`src/rtl/dp_pkg.sv`:
```
`default_nettype none
// ============================================================================
// Module   : dp_pkg
// Brief    : Shared types for seq_datapath: op-code and controller state enums.
// Revision : 1.0 - initial release
// ============================================================================
package dp_pkg;

  // Instruction op-codes as presented on the 3-bit op port.
  typedef enum logic [2:0] {
    OP_LOAD = 3'b000,
    OP_MOV  = 3'b001,
    OP_XOR  = 3'b010,
    OP_AND  = 3'b011,
    OP_SHL  = 3'b100,
    OP_ADD  = 3'b101,
    OP_MUL  = 3'b110,
    OP_NOP  = 3'b111
  } op_e;

  // Controller states; S_MUL is only reachable when the multiplier is built.
  typedef enum logic [1:0] {
    S_IDLE = 2'd0,
    S_EXEC = 2'd1,
    S_MUL  = 2'd2
  } state_e;

endpackage : dp_pkg
`default_nettype wire

```
`src/rtl/dp_alu.sv`:
```
`default_nettype none
// ============================================================================
// Module   : dp_alu
// Brief    : Combinational ALU for the single-cycle ops (LOAD..ADD).
//            MUL and NOP produce zero; the controller never writes them here.
// Revision : 1.0 - initial release
// ============================================================================
module dp_alu
  import dp_pkg::*;
#(
  parameter int WIDTH = 8
) (
  input  op_e              op,
  input  logic [WIDTH-1:0] a,
  input  logic [WIDTH-1:0] b,
  input  logic [WIDTH-1:0] imm,
  output logic [WIDTH-1:0] result
);

  // Select the result for the latched op; carry and shifted-out MSB are dropped.
  always_comb begin
    result = '0;
    case (op)
      OP_LOAD: result = imm;
      OP_MOV:  result = b;
      OP_XOR:  result = a ^ b;
      OP_AND:  result = a & b;
      OP_SHL:  result = a << 1;
      OP_ADD:  result = a + b;
      default: result = '0;
    endcase
  end

endmodule : dp_alu
`default_nettype wire

```
`src/rtl/seq_datapath.sv`:
```
`default_nettype none
// ============================================================================
// Module   : seq_datapath
// Brief    : Self-sequencing register-file datapath. One instruction per
//            start/done handshake; R[0] is mirrored to out.
//            Optional feature macro: DP_MUL_EN (builds the shift-add
//            multiplier; otherwise op 110 completes as a NOP).
// Revision : 1.0 - initial release
// ============================================================================
module seq_datapath
  import dp_pkg::*;
#(
  parameter int WIDTH = 8,
  parameter int NREGS = 4,
  parameter int RW    = $clog2(NREGS)
) (
  input  logic             clk,
  input  logic             rst_n,
  input  logic             start,
  input  logic [2:0]       op,
  input  logic [RW-1:0]    rd,
  input  logic [RW-1:0]    ra,
  input  logic [RW-1:0]    rb,
  input  logic [WIDTH-1:0] in,
  output logic             busy,
  output logic             done,
  output logic             z,
  output logic [WIDTH-1:0] out
);

  state_e           r_state, w_next_state;
  logic [WIDTH-1:0] r_regs [NREGS];
  logic [WIDTH-1:0] r_a, r_b, r_imm;
  op_e              r_op;
  logic [RW-1:0]    r_rd;
  logic             r_done, r_z;
  logic [WIDTH-1:0] r_out;

  logic             w_accept, w_wr_en, w_done;
  logic [WIDTH-1:0] w_wr_data, w_alu;

`ifdef DP_MUL_EN
  localparam int c_CW = (WIDTH > 1) ? $clog2(WIDTH) : 1;
  logic [WIDTH-1:0] r_acc;
  logic [c_CW-1:0]  r_cnt;
  logic [WIDTH-1:0] w_mul_sum;
  logic             w_mul_last;

  // One shift-add step: add A into the accumulator when B's LSB is set.
  assign w_mul_sum  = r_acc + (r_b[0] ? r_a : '0);
  assign w_mul_last = (r_cnt == c_CW'(WIDTH - 1));
`endif

  dp_alu #(.WIDTH(WIDTH)) u_alu (
    .op     (r_op),
    .a      (r_a),
    .b      (r_b),
    .imm    (r_imm),
    .result (w_alu)
  );

  // Controller state register.
  always_ff @(posedge clk or negedge rst_n) begin
    if (!rst_n) r_state <= S_IDLE;
    else        r_state <= w_next_state;
  end

  // Next-state, issue and writeback decisions.
  always_comb begin
    w_next_state = r_state;
    w_accept     = 1'b0;
    w_wr_en      = 1'b0;
    w_done       = 1'b0;
    w_wr_data    = w_alu;
    case (r_state)
      S_IDLE: begin
        if (start) begin
          w_accept     = 1'b1;
          w_next_state = S_EXEC;
`ifdef DP_MUL_EN
          if (op_e'(op) == OP_MUL) w_next_state = S_MUL;
`endif
        end
      end
      S_EXEC: begin
        // MUL only lands here when the multiplier is not built: treat as NOP.
        w_wr_en      = (r_op != OP_NOP) && (r_op != OP_MUL);
        w_done       = 1'b1;
        w_next_state = S_IDLE;
      end
`ifdef DP_MUL_EN
      S_MUL: begin
        if (w_mul_last) begin
          w_wr_en      = 1'b1;
          w_wr_data    = w_mul_sum;
          w_done       = 1'b1;
          w_next_state = S_IDLE;
        end
      end
`endif
      default: w_next_state = S_IDLE;
    endcase
  end

  // Operand latches, register file, flags and the R[0] mirror.
  always_ff @(posedge clk or negedge rst_n) begin
    if (!rst_n) begin
      for (int i = 0; i < NREGS; i++) r_regs[i] <= '0;
      r_a    <= '0;
      r_b    <= '0;
      r_imm  <= '0;
      r_op   <= OP_LOAD;
      r_rd   <= '0;
      r_done <= 1'b0;
      r_z    <= 1'b0;
      r_out  <= '0;
`ifdef DP_MUL_EN
      r_acc  <= '0;
      r_cnt  <= '0;
`endif
    end else begin
      r_done <= w_done;
      r_out  <= r_regs[0];
      if (w_accept) begin
        r_op  <= op_e'(op);
        r_rd  <= rd;
        r_imm <= in;
        r_a   <= r_regs[ra];
        r_b   <= r_regs[rb];
`ifdef DP_MUL_EN
        r_acc <= '0;
        r_cnt <= '0;
`endif
      end
`ifdef DP_MUL_EN
      if (r_state == S_MUL) begin
        r_acc <= w_mul_sum;
        r_a   <= r_a << 1;
        r_b   <= r_b >> 1;
        r_cnt <= r_cnt + c_CW'(1);
      end
`endif
      if (w_wr_en) begin
        r_regs[r_rd] <= w_wr_data;
        r_z          <= (w_wr_data == '0);
      end
    end
  end

  assign busy = (r_state != S_IDLE);
  assign done = r_done;
  assign z    = r_z;
  assign out  = r_out;

endmodule : seq_datapath
`default_nettype wire

```
`config.mk`:
```
export PLATFORM = sky130hd
export DESIGN_NAME = seq_datapath
export DESIGN_NICKNAME = d
export VERILOG_FILES = /design/src/rtl/dp_pkg.sv /design/src/rtl/dp_alu.sv /design/src/rtl/seq_datapath.sv
export SDC_FILE = /design/constraint.sdc
export NUM_CORES = 1
export LEC_CHECK = 0
export BUFFER_PORTS_ARGS = -buffer_cell sky130_fd_sc_hd__buf_4
export CAP_MARGIN = 15
export CORE_ASPECT_RATIO = 0.75
export CORE_MARGIN = 2
export CORE_UTILIZATION = 60
export CTS_CLUSTER_SIZE = 20
export DETAILED_ROUTE_END_ITERATION = 8
export MAX_ROUTING_LAYER = met4
export PLACE_DENSITY = 0.8
export SETUP_SLACK_MARGIN = 0.4
export SLEW_MARGIN = 10
export SYNTH_ARGS = -nofsm -noshare
export SYNTH_HDL_FRONTEND = slang
export SYNTH_SLANG_ARGS = --single-unit
```
`constraint.sdc`:
```
create_clock -name clk -period 3.22 [get_ports clk]
set_input_delay 0.644 -clock clk [delete_from_list [all_inputs] [get_ports clk]]
set_output_delay 0.644 -clock clk [all_outputs]
set_load 0.03 [all_outputs]
```
After elaboration in Yosys (flattened, before gate mapping)
Cells that the tools add are included.
- register bits after elaboration: 73
- input port bits: 20
- output and inout bits: 11
- word-level logic and storage cells: 54
- add/sub/neg operators: 1
- order comparisons: 4
- equal/unequal tests: 9
- muxes and demuxes: 16
- bitwise logic cells: 5
- reduce and logical (&&, ||, !) cells: 6
- operators with widths (operator ; count):
    8-bit one-hot mux with 6 select lines ; 1
    8-bit 2-to-1 mux ; 5
    8-bit binary-select mux with 2-bit select ; 2
    32-bit bitwise mux ; 1
    8-bit demux with 2-bit select ; 1
    3-bit >= comparator, second input constant ; 3
    2-bit inverter with 3-bit output ; 3
    8-bit adder ; 1
    8-bit AND ; 1
    8-bit logical NOT ; 1
    8-bit bitwise XOR ; 1
    3-bit by 2-bit == test with 1-bit output, second input constant ; 2
    3-bit == test, second input constant ; 2
    3-bit inequality test, second input constant ; 2
    1-bit 2-to-1 mux ; 4
    2-bit 2-to-1 mux ; 2
    3-bit by 1-bit == test with 1-bit output, second input constant ; 1
    3-bit logical NOT ; 1
    3-bit by 1-bit less-than comparator with 1-bit output, second input constant ; 1
    2-bit by 1-bit == test with 1-bit output, second input constant ; 1
    1-bit logical AND ; 2
    2-bit logical NOT ; 1
    2-bit inequality test, second input constant ; 1
    2-bit nonzero test ; 1

Logic depth before layout (Yosys ltp)
- depth in word-level cells: 6
- gate-level depth with buffers: 9
- depth with buffers taken out: 8

Hierarchy
Synthesis repeated with hierarchy kept, for this count alone.
- cell total of the unflattened synthesis: 316
- area, all modules: 3761.1 µm²
- modules (own cells, without submodules) (module ; instances ; cells each ; area an instance (µm²) ; seq. area each (µm²)):
    seq_datapath ; 1 ; 235 ; 3009.1 ; 1801.7
    dp_alu ; 1 ; 81 ; 752.0 ; 0.0

Worst setup path after synthesis
Ideal clock, no wire load.
- path type: flip-flop to flip-flop
- start: reg r_a[0]
- end: reg r_regs[30] (netlist bit)
- library setup time: 65 ps
- arrival time: 2343 ps
- required time: 3155 ps
- setup slack: 812 ps
- stages on the path, launching flop included: 9
- path buffers: 0
- clock period less this slack: 2408 ps
- cells stage by stage: dfrtp_1 ha_1 fa_1 a211oi_1 o21bai_1 a2111oi_0 a41oi_1 a21oi_1 mux2_2
- word-level cells in the longest chain between the ends: 3
- ends and longest elaborated chain (what ; line ; RTL):
    from (decl) ; seq_datapath.sv:33 ; logic [WIDTH-1:0] r_a, r_b, r_imm;
    from (signal assigned) ; seq_datapath.sv:128 ; r_a <= r_regs[ra];
    8-bit adder ; dp_alu.sv:29 ; OP_ADD: result = a + b;
    8-bit one-hot mux with 6 select lines ; dp_alu.sv:23 ; case (op)
    32-bit bitwise mux ; seq_datapath.sv:144 ; r_regs[r_rd] <= w_wr_data;
    to (signal, indexed assignment) ; seq_datapath.sv:144 ;
    to (decl) ; seq_datapath.sv:32 ; logic [WIDTH-1:0] r_regs [NREGS];
No other way between the ends.
A chain may end at the register's enable or synchronous reset.

Worst setup path in the final report
- start: reg r_a[0]
- end: reg r_z (netlist: z)
- word-level cells in the longest chain between the ends: 3
- elaborated cells between the ends (all ways): 5
- those cells by class: 1 x add/sub; 1 x mux; 2 x bitwise; 1 x reduce/logical
- ends and longest elaborated chain (what ; line ; RTL):
    8-bit adder, or another cell as far along ; dp_alu.sv:29 ;
    8-bit one-hot mux with 6 select lines * ; dp_alu.sv:23 ;
    8-bit logical NOT * ; seq_datapath.sv:145 ; r_z <= (w_wr_data == '0);
    to (signal assigned) ; seq_datapath.sv:145 ;
    to (decl) ; seq_datapath.sv:36 ; logic r_done, r_z;
Mark *: on every way between the ends. The rest lies on a longest branch, timed or not.

==> flow_summary.yaml <==
timing:
  finalSetupViolations: 0
  clock_skew_ns: 0.00836
  slew_headroom: 0.397
  grt_setup_unrepaired: "false"
  final_hold_viol_count: 0
  tightest_slew_ns: 0.905
  slew_violations: 0
  setup_ws_ns: 0.592
  final.min_clock_period_ns: 2.63
  tns_ns: 0
  finalCritPeriodShare: 0.816
  timing.fmax_mhz: 380
final_layout:
  insertedDiodeCount: 0
  area_growth_pct: 12.7
  fin_area_mm2: 0.00419
  layout.nets: 338
  drive_gt1_frac: 0.392
floorplan:
  die_w_um: 94.9
  die-area_mm2: 0.00684
  ios: 31
  core_area_mm2: 0.00589
  die_h_um: 72.1
  fp-row-count: 24
  start_util: 0.631
drt:
  wl_mm: 7.86
  routed-via-count: 2421
  wl_per_cell_um: 20.1
  drc: 0
  ant_nets: 0
  viasPerCell: 6.18
  firstDrtPassIters: 4
  drt_iter0_drc: 185
grt:
  grt_pass1_vias: 2483
  grt_max_degree: 73
  use_met2: 0.400
  grt_pass1_wl_mm: 12.9
  antenna_found_initial: 0
  grt_use_total: 0.268
  grt_overflow: 0
  grt_util_met3: 0.0800
  grt_util_met1: 0.371
  grt_most_used_layer: "met2"
cts:
  root_buffer: "clkbuf_8"
  post-cts-setup-buffers: 0
  clk_latency_ns: 0.35
  cts_tree: "yes"
  cts_hold_buffers: 0
  numCtsBuffers: 9
  clk_path_buf_depth: 2
  ctsHtreeMaxLevel: 3
  cts.sinks: 72
  path_clk_slew_ns: 0.07
worst_setup_path:
  crit_fanout: 5
  crit_type: "register to register"
  worstPathArrival_ns: 2.88
  required_ns: 3.47
  critical-path-slowest-cell: "or3_1"
  endpoint_kind: "register"
  worstPathCellList: "ha_1 > fa_1 > a211oi_2 > nor2_1 > xnor2_1 > o221ai_1 > or3_1 > o41ai_2"
  max_stage_delay_ns: 0.46
  worstSetupStartpointType: "register"
logic_synthesis:
  syn_avg_cell_area_um2: 13.1
  synth_flop_cell: "dfrtp_1"
  async_reset_ff_frac: 1.00
  syn_nets: 312
  ys_ff_latch: 72
  synthTopCellsByArea: "dfrtp_1 (49%), mux2_2 (15%), mux4_2 (11%), ha_1 (2.7%), mux2i_1 (2.7%)"
  ys_types: 47
  synth_area_mm2: 0.00371
  synth_area_leader_cell: "dfrtp_1"
  yosys_warnings: 0
  yosysTopAreaCellShare: 0.485
  synth_cells: 283
  seq_area_frac_synth: 0.485
  synth_edf_count: 0
power:
  power_density_mw_per_mm2: 866
  ir_drop_v: 0.000471
  leakagePower_nw: 1.90
run:
  maxCapViolations: 0
placement:
  numPortBuffers: 30
  detailed_place.area_mm2: 0.00398
  dp_hpwl_mm: 5.42
  pre_cts_ws_ns: 0.500
  place_congestion: 0.911
outcome:
  status: "complete, no violations"
min_path:
  hp-class: "input port to asynchronous set/reset pin"
[placed cells by master (no fill, tap or decap), types with 2 or more instances in the layout]
cell / n
o21ai_0: 18
nand3_1: 2
ha_1: 8
nor2_1: 9
clkinv_2: 2
o221ai_1: 3
mux2i_1: 10
a211o_1: 3
clkbuf_1: 2
dfrtp_1: 72
inv_1: 4
a21oi_1: 9
clkbuf_8: 11
a21o_1: 2
mux2_2: 48
buf_4: 33
nand2b_1: 4
a22oi_1: 2
nand3b_1: 4
nor3_1: 2
mux4_2: 18
nand2_1: 18
nor2b_1: 2
a31oi_1: 2
[state kept, by name (all words and copies together), names as in the netlist]
register,cells
done,1
r_imm,8
r_b,8
r_state,1
r_a,8
out,8
r_regs,32
z,1
r_rd,2
r_op,3
[cell families (layout without fill, tap and decap cells)]
kind of cell	Yosys count	after routing	synth area share
flops	72	72	0.485
compound gates	53	53	0.102
xor+xnor	2	2	0.00472
buf+inv	22	53	0.0266
fa+ha+maj	9	9	0.0323
mux	76	76	0.282
simple gates	49	49	0.0674
[metal layers]
layer	vias to the layer above	wire length (um)
met5	-	0
met4	0	47
met3	6	526
met2	88	3790
met1	1217	3500
li1	1110	-
[cell usage after synthesis (all sizes together), types with 2 or more instances]
| master | n |
|---|---|
| a211o | 3 |
| clkbuf | 12 |
| a21oi | 10 |
| mux2 | 48 |
| o41ai | 2 |
| nor3 | 2 |
| nand3b | 4 |
| nor2b | 3 |
| a31oi | 2 |
| mux2i | 10 |
| a22oi | 3 |
| mux4 | 18 |
| a21o | 2 |
| o221ai | 3 |
| dfrtp | 72 |
| nand2 | 18 |
| nand2b | 4 |
| inv | 4 |
| buf | 6 |
| ha | 8 |
| nor2 | 9 |
| o21ai | 18 |
| a2111oi | 2 |
| nand3 | 2 |
[where the power goes]
group | internal, mW | switching [mW] | total, mW
logic | 0.709 | 0.683 | 1.39
registers | 1.24 | 0.276 | 1.52
clock network | 0.398 | 0.322 | 0.720
[critical path: cells and delay by family (launching register included)]
family / cells / cell delay [ns]
flip-flops: 1 / 0.40
adder cells (fa/ha/maj): 2 / 0.70
AO/OA/AOI/OAI: 3 / 0.71
XOR/XNOR: 1 / 0.16
AND/OR/NAND/NOR: 2 / 0.55
[area by class of cell]
class                           instances  area [um^2]
Multi-Input combinational cell        189         1830
Sequential cell                        72         1800
Fill cell                             439         1700
Timing Repair Buffer                   33          248
Clock buffer                           13          159
Tap cell                               78         97.6
Clock inverter                          3         40.0
Inverter                                4         15.0
[path summary, 6_finish.rpt]
kind	depth (start not counted)	slack (ns)	end	startpoint
hold / removal	1	0.40	r_regs[25]$_DFFE_PN0P_	rst_n
max in group asynchronous	1	2.20	r_regs[17]$_DFFE_PN0P_	rst_n
setup reg to reg	8	0.59	z$_DFFE_PN0P_	r_a[0]$_DFFE_PN0P_
setup / recovery	8	0.59	z$_DFFE_PN0P_	r_a[0]$_DFFE_PN0P_
hold reg to reg	0	0.42	out[3]$_DFF_PN0_	r_regs[27]$_DFFE_PN0P_
min in group clk	0	0.42	out[3]$_DFF_PN0_	r_regs[27]$_DFFE_PN0P_
[through the flow]
stage                     total power, mW  cells  hold slack [ns]  utilization
after floorplan                      2.50    283            0.348            -
after global placement               2.83    376            0.404        0.676
after detailed placement             2.90    376            0.407        0.676
after CTS                            3.63    392            0.423        0.710
after global routing                 3.86    392            0.446        0.712
final                                3.63    392            0.402        0.712
[repair_timing]
action / in CTS / in global routing
endpoints found under the hold margin: 0 / 0
resized for setup: 0 / 3
endpoints found under the setup margin: 0 / 5
Power figures use the tool's default switching activity.
